$ cat src/rtl/uart_rx_cfg.sv
// uart_rx_cfg: UART receiver with configurable data width, parity and stop bits.
// The receiver uses a two-flop synchroniser and a 3-sample majority vote.
// It rejects false starts, flags parity, framing and overrun errors, and
// delivers each word through a valid/ready handshake.
module uart_rx_cfg #(
    parameter int unsigned CLKS_PER_BIT = 868,
    parameter int unsigned DATA_BITS    = 8,
    parameter int unsigned PARITY       = 0,
    parameter int unsigned STOP_BITS    = 1
) (
    input  logic                 clock,
    input  logic                 reset,
    input  logic                 serial_in,
    input  logic                 i_ready,
    output logic [DATA_BITS-1:0] o_data,
    output logic                 o_valid,
    output logic                 o_parity_err,
    output logic                 o_frame_err,
    output logic                 o_overrun,
    output logic                 o_busy,
    output logic [2:0]           state
);

    localparam int unsigned CNT_W = $clog2(CLKS_PER_BIT);
    localparam int unsigned IDX_W = $clog2(DATA_BITS);
    localparam logic [CNT_W-1:0] HALF_CNT  = CNT_W'(CLKS_PER_BIT / 2);
    localparam logic [CNT_W-1:0] LAST_CNT  = CNT_W'(CLKS_PER_BIT - 1);
    localparam logic [IDX_W-1:0] LAST_IDX  = IDX_W'(DATA_BITS - 1);
    localparam logic             LAST_STOP = 1'(STOP_BITS - 1);

    typedef enum logic [2:0] {
        S_IDLE   = 3'b000,
        S_START  = 3'b001,
        S_DATA   = 3'b010,
        S_PARITY = 3'b011,
        S_STOP   = 3'b100,
        S_WAIT   = 3'b101
    } state_t;

    state_t               state_q, state_n;
    logic                 sync1_q, sync2_q;
    logic [2:0]           win_q;
    logic                 voted_c;
    logic [CNT_W-1:0]     cnt_q, cnt_n;
    logic [IDX_W-1:0]     idx_q, idx_n;
    logic                 stop_q, stop_n;
    logic [DATA_BITS-1:0] shreg_q, shreg_n;
    logic                 perr_q, perr_n;
    logic                 ferr_q, ferr_n;
    logic                 done_c;

    // Two-flop synchroniser followed by the 3-sample vote window; idle-high on reset
    always_ff @(posedge clock) begin
        if (!reset) begin
            sync1_q <= 1'b1;
            sync2_q <= 1'b1;
            win_q   <= 3'b111;
        end else begin
            sync1_q <= serial_in;
            sync2_q <= sync1_q;
            win_q   <= {win_q[1:0], sync2_q};
        end
    end

    assign voted_c = (win_q[0] & win_q[1]) | (win_q[0] & win_q[2]) | (win_q[1] & win_q[2]);

    // Frame state register and per-frame working registers
    always_ff @(posedge clock) begin
        if (!reset) begin
            state_q <= S_IDLE;
            cnt_q   <= '0;
            idx_q   <= '0;
            stop_q  <= 1'b0;
            shreg_q <= '0;
            perr_q  <= 1'b0;
            ferr_q  <= 1'b0;
            o_busy  <= 1'b0;
        end else begin
            state_q <= state_n;
            cnt_q   <= cnt_n;
            idx_q   <= idx_n;
            stop_q  <= stop_n;
            shreg_q <= shreg_n;
            perr_q  <= perr_n;
            ferr_q  <= ferr_n;
            o_busy  <= (state_n != S_IDLE);
        end
    end

    assign state = state_q;

    // Next-state logic: count to mid-start, then decide at every bit centre
    always_comb begin
        state_n = state_q;
        cnt_n   = cnt_q;
        idx_n   = idx_q;
        stop_n  = stop_q;
        shreg_n = shreg_q;
        perr_n  = perr_q;
        ferr_n  = ferr_q;
        done_c  = 1'b0;
        case (state_q)
            S_IDLE: begin
                cnt_n = '0;
                if (!sync2_q) begin
                    state_n = S_START;
                end
            end
            S_START: begin
                if (cnt_q == HALF_CNT) begin
                    if (voted_c) begin
                        state_n = S_IDLE;
                    end else begin
                        cnt_n   = '0;
                        idx_n   = '0;
                        perr_n  = 1'b0;
                        ferr_n  = 1'b0;
                        state_n = S_DATA;
                    end
                end else begin
                    cnt_n = cnt_q + CNT_W'(1);
                end
            end
            S_DATA: begin
                if (cnt_q == LAST_CNT) begin
                    cnt_n          = '0;
                    shreg_n[idx_q] = voted_c;
                    if (idx_q == LAST_IDX) begin
                        stop_n  = 1'b0;
                        state_n = (PARITY != 0) ? S_PARITY : S_STOP;
                    end else begin
                        idx_n = idx_q + IDX_W'(1);
                    end
                end else begin
                    cnt_n = cnt_q + CNT_W'(1);
                end
            end
            S_PARITY: begin
                if (cnt_q == LAST_CNT) begin
                    cnt_n   = '0;
                    perr_n  = (PARITY == 1) ? ~(^shreg_q ^ voted_c) : (^shreg_q ^ voted_c);
                    stop_n  = 1'b0;
                    state_n = S_STOP;
                end else begin
                    cnt_n = cnt_q + CNT_W'(1);
                end
            end
            S_STOP: begin
                if (cnt_q == LAST_CNT) begin
                    cnt_n  = '0;
                    ferr_n = ferr_q | ~voted_c;
                    if (stop_q == LAST_STOP) begin
                        done_c  = 1'b1;
                        state_n = ferr_n ? S_WAIT : S_IDLE;
                    end else begin
                        stop_n = 1'b1;
                    end
                end else begin
                    cnt_n = cnt_q + CNT_W'(1);
                end
            end
            S_WAIT: begin
                if (sync2_q) begin
                    state_n = S_IDLE;
                end
            end
            default: begin
                state_n = S_IDLE;
            end
        endcase
    end

    // Output holding register: load on completion unless a word is still unconsumed
    always_ff @(posedge clock) begin
        if (!reset) begin
            o_data       <= '0;
            o_valid      <= 1'b0;
            o_parity_err <= 1'b0;
            o_frame_err  <= 1'b0;
            o_overrun    <= 1'b0;
        end else begin
            o_overrun <= 1'b0;
            if (done_c) begin
                if (!o_valid || i_ready) begin
                    o_data       <= shreg_q;
                    o_parity_err <= perr_q;
                    o_frame_err  <= ferr_n;
                    o_valid      <= 1'b1;
                end else begin
                    o_overrun <= 1'b1;
                end
            end else if (o_valid && i_ready) begin
                o_valid <= 1'b0;
            end
        end
    end

endmodule

$ cat config.mk
export PLATFORM = sky130hd
export DESIGN_NAME = uart_rx_cfg
export DESIGN_NICKNAME = d
export VERILOG_FILES = /design/src/rtl/uart_rx_cfg.sv
export SDC_FILE = /design/constraint.sdc
export NUM_CORES = 1
export LEC_CHECK = 0
export ABC_AREA = 1
export CAP_MARGIN = 20
export CORE_ASPECT_RATIO = 0.6
export CORE_MARGIN = 3
export CORE_UTILIZATION = 44
export DETAILED_ROUTE_END_ITERATION = 12
export PLACE_DENSITY = 0.66
export SLEW_MARGIN = 5
export SYNTH_ARGS = -nofsm -noshare
export SYNTH_HDL_FRONTEND = slang
export SYNTH_SLANG_ARGS = --single-unit
$ cat constraint.sdc
create_clock -name clock -period 1.66 [get_ports clock]
set_input_delay 0.332 -clock clock [delete_from_list [all_inputs] [get_ports clock]]
set_output_delay 0.332 -clock clock [all_outputs]
set_load 0.01 [all_outputs]
==> flow_summary.yaml <==
synth:
  ys.flop_type: "dfxtp_1"
  syn_nets: 377
  synth-edff-count: 0
  synth.ff_latch_count: 44
  ys_warn_count: 0
  syn-cell-area_sq_um: 2360
  yosysSeqAreaShare_pct: 37.3
  yosysMostFrequentCell: "nand2_1"
  synth_area_leaders: "dfxtp_1, nand2_1, inv_1, nor2_1, a21oi_1"
  netlist.area_leader.share_pct: 37.3
  netlist_instances: 369
  synth_top_area_cell: "dfxtp_1"
  async_flop_share_pct: 0
  synth.distinct_cells: 29
  yosys-top-cells-count: "nand2_1, inv_1, dfxtp_1"
  avgSynthCellArea_sq_um: 6.39
worst_setup_path:
  ff2ff_path_depth: 10
  critPathSlowestCell: "dfxtp_4"
  path_class: "flop to flop"
  r2r_start: "cnt_q[1]"
  cp.required_ns: 1.89
  critPathLaunchType: "flop"
  worstPathCellList: "ha_4 -> nand2_2 -> nor2_2 -> nand2_1 -> nor2_2 -> nand2_2 -> a21oi_4 -> clkbuf_16 -> o21ai_1 -> a21oi_1"
  slowest_delay_ns: 0.37
  critPathCaptureType: "flop"
  r2r_slack_ns: -0.07
  rr_endpoint: "o_data[2]"
  crit_path_max_fanout: 5
  crit_family: "simple AND/OR/NAND/NOR gates"
  cp_data_arrival_time_ns: 1.95
  crit_buf_inv: 1
routing:
  routed_wl_um: 6320
  via_count: 2365
  dr.pass1.iters: 5
  drt-met1-wl_um: 3660
  ant_nets: 0
  route.detailed.drc: 0
  vias_per_cell: 4.94
  highest_layer: "met4"
  met2_length_um: 2230
  drtIter0Drc: 209
  wl_per_cell_um: 13.2
  dr_wl_met3_um: 395
min_path:
  hold_path_class: "flop to flop"
  min_delay_path_depth: 2
  min_from: "win_q[0]"
  min_to: "win_q[1]"
global_routing:
  grt_pass1_wl_um: 9920
  grt_pass1_vias: 2036
  gr-total-overflow: 0
  grt_max_degree: 21
  grt_util_all_layers_pct: 19.4
  antenna_found_initial: 0
clocking:
  h-tree-depth: 2
  clk_latency_ns: 0.30
  root_buffer: "clkbuf_8"
  cts-hold-fix-buffers: 0
  clock-sinks: 44
  clockBufferDepth: 2
  cts_inserted_buffers: 5
  cts_tree: "yes"
  clk_pin_slew_ns: 0.08
pwr:
  clockPowerShare_pct: 45.1
  swShare_pct: 20.4
  pwr-share-comb_pct: 4.9
  power_density_nw_per_um2: 675
  leakagePower_nw: 1.42
  p_int_w: 0.00169
  peakVddDrop_mv: 0.537
  p_sw_w: 0.000435
  power_w: 0.00213
  sequentialPowerShare_pct: 50.0
timing:
  fin_crit_sh_pct: 104
  fmax_mhz: 580
  maxSlewHeadroom_pct: 79.8
  hold_violations: 0
  min_period_ns: 1.73
  finClkSkew_ns: 0.00596
  finalMaxSlewViolations: 0
  hold_slack_ns: 0.416
  setup_slack_ns: -0.0652
  worst_pin_slew_ns: 0.303
  rsz0062_at_grt: "true"
  setup_violations: 9
placed_design:
  pre_cts_ws_ns: -0.0383
  hpwl_um: 4470
  place.gp.congestion: 0.930
  port_buffers: 19
die:
  start_util_pct: 48.4
  die_x_um: 101
  die_area_sq_um: 6300
  dieHeight_um: 62.7
  ios: 20
  rows: 19
  core_sq_um: 4870
finish:
  final_util_pct: 64.7
  final_layout_size_suffix_gt1_share_pct: 21.9
  syn_to_final_growth_pct: 33.6
  nets: 424
  diodes: 0
job:
  maxCapViolCount: 0
status:
  violations: "setup timing"
  status: "complete, but fails checks"
[routing by layer]
layer | up-vias | global-route usage, %
met3 | 7 | 4.57
met5 | - | 0
met2 | 67 | 23.8
li1 | 1251 | -
met1 | 1040 | 32.6
met4 | 0 | 4.20
[power groups by stage]
stage / Clock, W / Combinational (W) / Sequential (W)
6_report: 0.000960 / 0.000104 / 0.00106
4_1_cts: 0.000977 / 0.0000904 / 0.00107
2_1_floorplan: 0 / 0.0000494 / 0.00109
3_5_place_dp: 0 / 0.0000904 / 0.00109
5_1_grt: 0.00104 / 0.000116 / 0.00106
3_3_place_gp: 0 / 0.0000908 / 0.00109
[sequential cells by signal (all words and copies together) (netlist names)]
name          count
sync2_q           1
o_valid           1
o_overrun         1
perr_q            1
o_data            8
cnt_q            10
state             3
o_parity_err      1
win_q             3
sync1_q           1
shreg_q           8
o_busy            1
ferr_q            1
idx_q             3
o_frame_err       1
[logic make-up (layout without fill, tap and decap cells)]
group	count (synthesis)	after routing	synth area share [%]
simple gates	197	197	35.0
buf+inv	63	110	10.6
compound gates	59	59	14.2
flops	44	44	37.3
fa+ha+maj	4	4	2.12
xor+xnor	2	2	0.743
[layout make-up]
type | count | area, sq um
flip-flops and latches | 44 | 895
inverters | 56 | 216
repair buffers | 47 | 478
well taps | 63 | 78.8
clock inverters | 2 | 60.1
fillers | 432 | 1720
multi-input cells | 262 | 1360
clock buffers | 5 | 68.8
[worst reg2reg max path: stages, from the launching register on]
cell and delay, ns:
dfxtp_4 0.37, ha_4 0.14, nand2_2 0.05, nor2_2 0.10
nand2_1 0.07, nor2_2 0.15, nand2_2 0.10, a21oi_4 0.26
clkbuf_16 0.22, o21ai_1 0.06, a21oi_1 0.13
[repair_timing]
item / in CTS / in global routing
setup endpoints to repair: 8 / 36
buffers inserted: 1 / 6
resized for setup: 4 / 55
pin swaps: 2 / 15
cloned: 0 / 3
[through the flow]
step / cell area, sq um / setup TNS, ns / cells
finish: 3150 / -0.244 / 479
global route: 3150 / -2.18 / 479
CTS: 2890 / 0 / 470
detailed placement: 2740 / -0.0604 / 462
global placement: 2740 / 0 / 462
floorplan: 2360 / 0 / 369
[cell usage in the layout (no fill, tap or decap), types with 3 or more instances in the layout]
cell type,instances
nand2_1,111
dfxtp_2,5
nand2_2,8
nor2_4,3
nand3_1,18
buf_6,5
nor3_1,6
a21oi_1,22
buf_4,19
inv_1,48
nand4_1,5
a21oi_2,8
o21ai_0,11
dfxtp_1,37
o21ai_1,7
nor2_2,8
clkdlybuf4s50_1,18
o21ai_2,5
inv_2,4
clkbuf_8,5
nor2_1,34
[worst max path at each step]
stage	start	endpoint	slack, ns	cells after the start
final	cnt_q[1]	o_data[2]	-0.07	10
after global routing	cnt_q[1]	o_data[2]	-0.20	10
after CTS	cnt_q[0]	o_busy	0.008	11
after detailed placement	cnt_q[0]	cnt_q[5]	-0.04	10
after global placement	cnt_q[0]	cnt_q[2]	0.02	10
after floorplan	cnt_q[1]	o_busy	0.15	11
Power figures use the tool's default switching activity.
